--- config.mk ---
export PLATFORM = sky130hd
export DESIGN_NAME = decode_stage
export DESIGN_NICKNAME = d
export VERILOG_FILES = /design/src/rtl/decode_stage.sv
export SDC_FILE = /design/constraint.sdc
export NUM_CORES = 1
export LEC_CHECK = 0
export CAP_MARGIN = 20
export CORE_MARGIN = 2
export CORE_UTILIZATION = 47
export CTS_CLUSTER_DIAMETER = 50
export DETAILED_ROUTE_END_ITERATION = 6
export PLACE_DENSITY_LB_ADDON = 0.12
export SLEW_MARGIN = 5
export SYNTH_ARGS = -nofsm -noshare
export SYNTH_HDL_FRONTEND = slang
export SYNTH_SLANG_ARGS = --single-unit
--- constraint.sdc ---
create_clock -name clk -period 3.6 [get_ports clk]
set_clock_uncertainty 0.15 [all_clocks]
set_input_delay 1.08 -clock clk [delete_from_list [all_inputs] [get_ports clk]]
set_output_delay 1.08 -clock clk [all_outputs]
set_load 0.01 [all_outputs]
--- src/rtl/decode_stage.sv ---
// Instruction-decode pipeline stage: slices an instruction into typed fields and
// buffers the result in a two-entry (output + skid) valid/ready stage with flush.
module decode_stage #(
  parameter int INSTR_W  = 16,
  parameter int OP_W     = 4,
  parameter int REG_W    = 3,
  parameter int DATA_W   = 16,
  parameter int R_MAX    = 7,
  parameter int I_MAX    = 11,
  parameter int SIGN_EXT = 1
) (
  input  logic                              clk,
  input  logic                              rst,
  input  logic                              flush,
  input  logic                              in_valid,
  output logic                              in_ready,
  input  logic [INSTR_W-1:0]                in_instr,
  output logic                              out_valid,
  input  logic                              out_ready,
  output logic [OP_W-1:0]                   out_opcode,
  output logic [1:0]                        out_type,
  output logic [REG_W-1:0]                  out_rd,
  output logic [REG_W-1:0]                  out_rs,
  output logic [REG_W-1:0]                  out_rt,
  output logic [INSTR_W-OP_W-3*REG_W-1:0]   out_shamt,
  output logic [DATA_W-1:0]                 out_imm,
  output logic [INSTR_W-OP_W-REG_W-1:0]     out_addr,
  output logic                              out_rd_we,
  output logic                              out_rt_used,
  output logic [15:0]                       accepted_cnt
);

  localparam int SH_W   = INSTR_W - OP_W - 3*REG_W;
  localparam int IMM_W  = INSTR_W - OP_W - 2*REG_W;
  localparam int ADDR_W = INSTR_W - OP_W - REG_W;
  localparam logic [OP_W-1:0] L_R_MAX = OP_W'(R_MAX);
  localparam logic [OP_W-1:0] L_I_MAX = OP_W'(I_MAX);

  typedef struct packed {
    logic [OP_W-1:0]   opcode;
    logic [1:0]        typ;
    logic [REG_W-1:0]  rd;
    logic [REG_W-1:0]  rs;
    logic [REG_W-1:0]  rt;
    logic [SH_W-1:0]   shamt;
    logic [DATA_W-1:0] imm;
    logic [ADDR_W-1:0] addr;
    logic              rd_we;
    logic              rt_used;
  } dec_t;

  typedef enum logic [1:0] {
    S_EMPTY = 2'd0,
    S_ONE   = 2'd1,
    S_FULL  = 2'd2
  } state_t;

  state_t            r_state;
  state_t            w_next;
  dec_t              r_out;
  dec_t              r_skid;
  dec_t              w_dec;
  logic              r_in_ready;
  logic              r_out_valid;
  logic [15:0]       r_cnt;
  logic [OP_W-1:0]   w_op;
  logic [IMM_W-1:0]  w_imm_raw;
  logic [DATA_W-1:0] w_imm_ext;
  logic              w_acc;
  logic              w_drn;
  logic              w_load_out;
  logic              w_load_skid;
  logic              w_move_skid;
  logic              w_clear;

  assign w_op      = in_instr[INSTR_W-1 -: OP_W];
  assign w_imm_raw = in_instr[IMM_W-1:0];
  assign w_acc     = in_valid & r_in_ready;
  assign w_drn     = r_out_valid & out_ready;

  // Combinational decode; fields not meaningful for the instruction type stay zero.
  always_comb begin
    w_dec = '0;
    if ((SIGN_EXT != 0) && w_imm_raw[IMM_W-1]) begin
      w_imm_ext = {{(DATA_W-IMM_W){1'b1}}, w_imm_raw};
    end else begin
      w_imm_ext = {{(DATA_W-IMM_W){1'b0}}, w_imm_raw};
    end
    w_dec.opcode = w_op;
    if (w_op <= L_R_MAX) begin
      w_dec.typ     = 2'd0;
      w_dec.rd      = in_instr[INSTR_W-OP_W-1 -: REG_W];
      w_dec.rs      = in_instr[INSTR_W-OP_W-REG_W-1 -: REG_W];
      w_dec.rt      = in_instr[INSTR_W-OP_W-2*REG_W-1 -: REG_W];
      w_dec.shamt   = in_instr[SH_W-1:0];
      w_dec.rd_we   = 1'b1;
      w_dec.rt_used = 1'b1;
    end else if (w_op <= L_I_MAX) begin
      w_dec.typ     = 2'd1;
      w_dec.rd      = in_instr[INSTR_W-OP_W-1 -: REG_W];
      w_dec.rs      = in_instr[INSTR_W-OP_W-REG_W-1 -: REG_W];
      w_dec.imm     = w_imm_ext;
      w_dec.rd_we   = 1'b1;
    end else begin
      w_dec.typ     = 2'd2;
      w_dec.addr    = in_instr[INSTR_W-OP_W-1 : REG_W];
    end
  end

  // Storage state register.
  always_ff @(posedge clk or posedge rst) begin
    if (rst) begin
      r_state <= S_EMPTY;
    end else begin
      r_state <= w_next;
    end
  end

  // Next-state and datapath control; flush overrides any handshake this cycle.
  always_comb begin
    w_next      = r_state;
    w_load_out  = 1'b0;
    w_load_skid = 1'b0;
    w_move_skid = 1'b0;
    w_clear     = 1'b0;
    if (flush) begin
      w_next  = S_EMPTY;
      w_clear = 1'b1;
    end else begin
      case (r_state)
        S_EMPTY: begin
          if (w_acc) begin
            w_next     = S_ONE;
            w_load_out = 1'b1;
          end else begin
            w_next = S_EMPTY;
          end
        end
        S_ONE: begin
          if (w_acc && w_drn) begin
            w_next     = S_ONE;
            w_load_out = 1'b1;
          end else if (w_acc) begin
            w_next      = S_FULL;
            w_load_skid = 1'b1;
          end else if (w_drn) begin
            w_next  = S_EMPTY;
            w_clear = 1'b1;
          end else begin
            w_next = S_ONE;
          end
        end
        S_FULL: begin
          if (w_drn) begin
            w_next      = S_ONE;
            w_move_skid = 1'b1;
          end else begin
            w_next = S_FULL;
          end
        end
        default: begin
          w_next  = S_EMPTY;
          w_clear = 1'b1;
        end
      endcase
    end
  end

  // Output/skid registers, registered handshake flags and the accept counter.
  always_ff @(posedge clk or posedge rst) begin
    if (rst) begin
      r_out       <= '0;
      r_skid      <= '0;
      r_in_ready  <= 1'b1;
      r_out_valid <= 1'b0;
      r_cnt       <= 16'd0;
    end else begin
      if (w_clear) begin
        r_out  <= '0;
        r_skid <= '0;
      end else if (w_load_out) begin
        r_out <= w_dec;
      end else if (w_move_skid) begin
        r_out  <= r_skid;
        r_skid <= '0;
      end else if (w_load_skid) begin
        r_skid <= w_dec;
      end
      r_in_ready  <= (w_next != S_FULL);
      r_out_valid <= (w_next != S_EMPTY);
      if (w_acc && !flush) begin
        r_cnt <= r_cnt + 16'd1;
      end
    end
  end

  assign in_ready     = r_in_ready;
  assign out_valid    = r_out_valid;
  assign out_opcode   = r_out.opcode;
  assign out_type     = r_out.typ;
  assign out_rd       = r_out.rd;
  assign out_rs       = r_out.rs;
  assign out_rt       = r_out.rt;
  assign out_shamt    = r_out.shamt;
  assign out_imm      = r_out.imm;
  assign out_addr     = r_out.addr;
  assign out_rd_we    = r_out.rd_we;
  assign out_rt_used  = r_out.rt_used;
  assign accepted_cnt = r_cnt;

endmodule

# After elaboration in Yosys (flattened, before gate mapping)
# Cells that the tools add are included.
[word_totals]
register_bits = 110
output_inout_bits = 63
elab_cells = 81
[op_classes]
addsub = 1
magnitude_cmp = 2
eq_ne = 4
muxes = 39
n_bitwise = 2
n_reduce_logical = 9
[op_table]
columns = ["cell", "count"]
rows = [
  ["2-to-1 mux 45 bit", 7],
  ["2-to-1 mux 16 bit", 2],
  ["2-to-1 mux 25 bit", 1],
  ["2-to-1 mux 1 bit", 17],
  ["adder 16 x 1 -> 16 bit, second input constant", 1],
  ["2-to-1 mux 6 bit", 2],
  ["2-to-1 mux 2 bit", 5],
  ["2-to-1 mux 9 bit", 1],
  ["2-to-1 mux 8 bit", 1],
  ["case mux 2 bit (3 select lines)", 1],
  ["nonzero test 3 bit", 2],
  ["less-or-equal comparator 4 x 3 -> 1 bit, second input constant", 1],
  ["less-or-equal comparator 4 bit, second input constant", 1],
  ["case mux 1 bit (2 select lines)", 2],
  ["AND 1 bit", 2],
  ["equality test 2 x 1 -> 1 bit, second input constant", 1],
  ["equality test 2 bit, second input constant", 1],
  ["logical AND 1 bit", 2],
  ["logical NOT 2 bit", 1],
  ["!= test 2 x 1 -> 1 bit, second input constant", 1],
  ["!= test 2 bit, second input constant", 1],
  ["AND reduction 2 bit", 1],
  ["nonzero test 2 bit", 1],
  ["OR reduction 2 bit", 1],
  ["logical NOT 1 bit", 1],
]

# Depth between registers and ports, before layout
# Gate-level depths: netlist of run 1.
[logic_depth]
depth_word = 9
mapped_depth = 9

# Least setup slack after synthesis of run 1
# OpenSTA, ideal clock, no wires.
[synth_timing]
kind = "input-to-reg"
startpoint = "input out_ready"
endpoint = "register r_out (netlist bit out_rd[2])"
setup_ns = 0.139
arrival_time_ns = 2.416
required_ns = 3.311
slack_ns = 0.895
cell_stages = 9
cell_sequence = "and2_1 ha_1 nand2_1 a211o_1 buf_2 and3_1 buf_2 buf_6 o2bb2ai_1"
[synth_via]
elab_chain_len = 7
word_cells_on_any_way = 15
[synth_rtl]
columns = ["element", "line_no", "source"]
rows = [
  ["from (decl)", "19", "input logic out_ready,"],
  ["AND 1 bit (*)", "79", "assign w_drn = r_out_valid & out_ready;"],
  ["2-to-1 mux 1 bit / logical AND 1 bit (equally long branches)", "146, 154, 140", ""],
  ["2-to-1 mux 1 bit (on tied branches)", "143, 140", ""],
  ["2-to-1 mux 1 bit / case mux 1 bit (2 select lines) (equally long branches)", "140, 130", ""],
  ["case mux 1 bit (2 select lines) / 2-to-1 mux 1 bit (equally long branches)", "130, 126", ""],
  ["2-to-1 mux 1 bit / 2-to-1 mux 45 bit (equally long branches)", "126, 181", ""],
  ["nonzero test 3 bit (no line) / 2-to-1 mux 45 bit (equally long branches)", "--", ""],
  ["to (signal assigned)", "182", "r_out <= w_dec;"],
  ["to (signal assigned)", "184", "r_out <= r_skid;"],
  ["to (decl)", "60", "dec_t r_out;"],
]
# Mark *: on every way between the ends. The rest lies on a longest branch, timed or not.
# A chain may end at the register's enable or synchronous reset.

# Final worst setup path of run 1
[layout_timing]
startpoint = "input out_ready"
endpoint = "register r_out (netlist bit out_rd_we)"
# Same word-level chain as after synthesis.

==> results of run 1 <==
-- flip-flops by register name, indices dropped and copies added (netlist names) --
signal,cells
accepted_cnt,16
in_ready,1
out_addr,9
out_imm,6
out_opcode,4
out_rd,3
out_rd_we,1
out_rs,3
out_rt,3
out_rt_used,1
out_shamt,3
out_type,2
out_valid,1
r_skid,35
r_state,2
-- power breakdown --
part | internal, µW | switching (µW)
logic | 203 | 196
registers | 1070 | 62.4
clock network | 362 | 367
total | 1630 | 625
-- cells in the mapped netlist (2+ instances only) --
| master | count |
|---|---|
| nand4_1 | 4 |
| nand3_1 | 5 |
| a22o_1 | 31 |
| a211oi_1 | 14 |
| buf_4 | 13 |
| o21ai_1 | 2 |
| buf_2 | 6 |
| a21oi_1 | 7 |
| and2_1 | 9 |
| dfrtp_1 | 89 |
| nand2b_1 | 2 |
| and3_1 | 12 |
| and4_1 | 2 |
| a21o_1 | 4 |
| buf_6 | 7 |
| ha_1 | 3 |
| mux2i_1 | 33 |
| nand4b_4 | 2 |
| nor2_1 | 7 |
| nand2_1 | 13 |
| nor2b_1 | 2 |
| nor3_1 | 3 |
| inv_1 | 6 |
| xnor2_1 | 13 |
| nand3b_1 | 3 |
| xor2_1 | 2 |
| o2bb2ai_1 | 22 |
| nor4b_4 | 2 |
| clkbuf_1 | 4 |
-- cell families after synthesis --
| group | after synthesis | synth area share (%) |
|---|---|---|
| xor+xnor | 15 | 3.119 |
| mux | 34 | 8.108 |
| simple gates | 71 | 11.58 |
| fa+ha+maj | 3 | 0.8911 |
| compound gates | 88 | 16.93 |
| buf+inv | 37 | 5.880 |
| flops | 90 | 53.49 |
-- worst max-delay path, delay by kind of cell --
kind	cells	cell delay (ns)
AND/OR/NAND/NOR	3	1.18
AO/OA/AOI/OAI	2	0.45
buffers and inverters	1	0.42
adder cells (fa/ha/maj)	1	0.19
-- final cells by class --
cell class	count	area, µm²	area share (%)
timing repair buffer	108	1044	19.35
clock inverter	5	61.31	1.137
tap	108	135.1	2.506
sequential	90	2253	41.79
inverter	6	23.77	0.4408
clock buffer	11	151.4	2.807
multi-input combinational	211	1724	31.97
-- worst max-delay path by stage --
stage,slack [ns],depth (start not counted),start,end
2_1_floorplan,0.04,1,rst,accepted_cnt[0]
3_3_place_gp,0.14,7,in_valid,out_imm[2]
3_5_place_dp,0.06,7,out_ready,out_addr[3]
4_1_cts,0.44,7,out_ready,out_type[1]
5_1_grt,0.28,8,in_valid,out_type[1]
6_report,0.41,7,out_ready,out_rd_we
-- layer usage --
layer / share of wire (%) / routed length [µm] / up-vias / global-route usage (%)
met1: 49 / 4569 / 1499 / 30.51
met5: 0 / 0 / - / 0
li1: - / - / 1422 / -
met3: 3.9 / 368 / 8 / 3.121
met4: 1.2 / 108 / 0 / 7.903
met2: 46 / 4299 / 68 / 29.20
-- stage by stage --
step	util (%)	worst slack, ns	cell area, µm²	power, µW
2_1_floorplan	-	0.03640	4213	1363
3_3_place_gp	59.40	0.1379	5180	1546
3_5_place_dp	59.40	0.05913	5180	1554
4_1_cts	61.84	0.4418	5393	2288
5_1_grt	61.84	0.2783	5393	2376
6_report	61.84	0.4063	5393	2259
==> summary.md, run 1 <==
| Metric | Value |
|---|---|
| Run status | `finished, final reports clean` |
| Number of diodes | `0` |
| Hold Crit Endpoint | `accepted_cnt[15]` |
| Crit Reg-Reg Endpoint | `out_rd_we` |
| Clock slew at reported path FFs | `~0.090 ns` |
| Row cnt | `34` |
| Vias/cell | `between 5 and 6` |
| Post-CTS sizing | `0` |
| Commonest non-fill, non-tap cell in the layout | `dfrtp_1` |
| Largest net degree at the start of global routing | `36` |
| Syn nets | `362` |
| Period minus WS final | `around 3.2 ns` |
| Total GRT Usage | `about a fifth` |
| Setup CP Type | `primary input to register` |
| Num CTS Buffers | `9` |
| Core area | `about 8700 µm²` |
| Clk Latency, worst-skew pair | `~0.36 ns` |
| CP arrival | `between 3 and 4 ns` |
| Final Setup Violations | `0` |
| Crit-path cells | `clkdlybuf4s50_1, and2_1, ha_1, nand2_1, a211o_1, and3_1, o2bb2ai_1` |
| Hold Crit Depth | `1` |
| Share of the yosys chip area belonging to registers | `a little over half` |
| Top post-synthesis cells by area | `dfrtp_1 53%, mux2i_1 7.8%, a22o_1 6.4%, o2bb2ai_1 4.6%, xnor2_1 2.7%` |
| Final ANT Viol Nets | `0` |
| R2R cell count | `7` |
| RSZ-0062 raised after global routing | `no` |
| CTS tree | `done` |
| Initial antenna violation count | `0` |
| Commonest cells after routing, fill and taps aside | `89 x dfrtp_1, 83 x clkdlybuf4s50_1, 33 x mux2i_1` |
| Yosys top cell area share | `between 50% and 60%` |
| Worst reg2reg setup slack | `around 1 ns` |
| CP max stage delay | `between 0.8 and 0.9 ns` |
| Critical-path top delay cell | `and3_1` |
| Starting Density | `between 40% and 50%` |
| Synthesized area per cell | `12.46 µm²` |
| Worst-case clock buffer depth | `2` |
| Die height | `98.68 µm` |
| Placed insts | `523` |
| Flops & latches, synth | `90` |
| # port buffers | `83` |
| R2R Path Start | `in_ready` |
| Final Hold Viols | `0` |
| Post-route DRC violation count | `0` |
| Worst path required time | `between 3 and 4 ns` |
| Post-CTS Repair Setup Buffers | `0` |
| Die width | `roughly 99 µm` |
| Vias in the first global route | `3,002` |
| Post-synth top area cell | `dfrtp_1` |
| Number of synthesized flops with an enable pin | `0` |
| FILL cells | `just over 700` |
| Post-DP HPWL | `between 6 and 7 mm` |
| Iteration-0 DRC Markers | `about 130` |
| Period Utilization, post-route | `slightly below 90%` |
| Layout cells sized above 1 | `roughly 12%` |
| Via count | `~3.0k` |
| CTS root buffer | `clkbuf_8` |
| Routed WL | `about 9.3 mm` |
| Crit end category | `register` |
| Remaining global-route overflow | `0` |
| Nets | `450` |
| Initial DRT Pass Iterations | `4` |
| Post-synth ARST share | `100.0%` |
| First-pass GRT wire length | `about 16 mm` |
| I/O pin total | `84` |
| Leakage power | `about 0.0025 µW` |
| Hold_ws | `~0.33 ns` |
| Worst hold path type | `register to register` |
| Post-synthesis cell count | `338` |
| Slew Limit Fails | `0` |
| Top_reg_cell synth | `dfrtp_1` |
| Worst-Margin Slew | `a little under 1 ns` |
| Max-Cap Viols | `0` |
| Final cell count without fillers | `about 540` |
| Pwr dens | `approximately 420 nW/µm²` |
| Peak VDD IR | `around 0.23 mV` |
| Die area | `roughly 10000 µm²` |
| P&R area growth vs syn | `28.01%` |
| Rel. slew slack | `between 30% and 40%` |
| Clock sink total | `90` |
| Mapped Area | `around 4200 µm²` |
| CTS Hold Bufs | `0` |
| Yosys cell types | `45` |
| Synth warn | `0` |
| CTS H-Tree Depth | `3` |
| Post-DR wirelength/cell | `17.34 µm` |
| GP Congestion | `about 0.77` |
| CP Max Fanout | `22` |
| Hold Startpoint | `accepted_cnt[15]` |
| Fmax | `313.1 MHz` |
| Setup TNS | `0 ns` |
| Startpoint Class | `primary input` |
Power figures use the tool's default switching activity.
==> run 2, diff against run 1 <==
--- a/constraint.sdc
+++ b/constraint.sdc
@@ -3,3 +3,3 @@
 set_input_delay 1.08 -clock clk [delete_from_list [all_inputs] [get_ports clk]]
 set_output_delay 1.08 -clock clk [all_outputs]
-set_load 0.01 [all_outputs]
+set_load 0.05 [all_outputs]
==> results of run 2 <==
Same layout as run 1 (identical final DEF). Status: finished, final reports clean.
Main changes from that run: total power 2259 µW -> 2406 µW; worst IR drop on VDD 0.2335 mV -> 0.2421 mV
==> run 3, diff against run 2 <==
HOLD_SLACK_MARGIN = 0.1   (was default)
==> results of run 3 <==
Same layout as run 1 (identical final DEF). Status: finished, final reports clean.
Main changes from that run: total power 2259 µW -> 2406 µW; worst IR drop on VDD 0.2335 mV -> 0.2421 mV
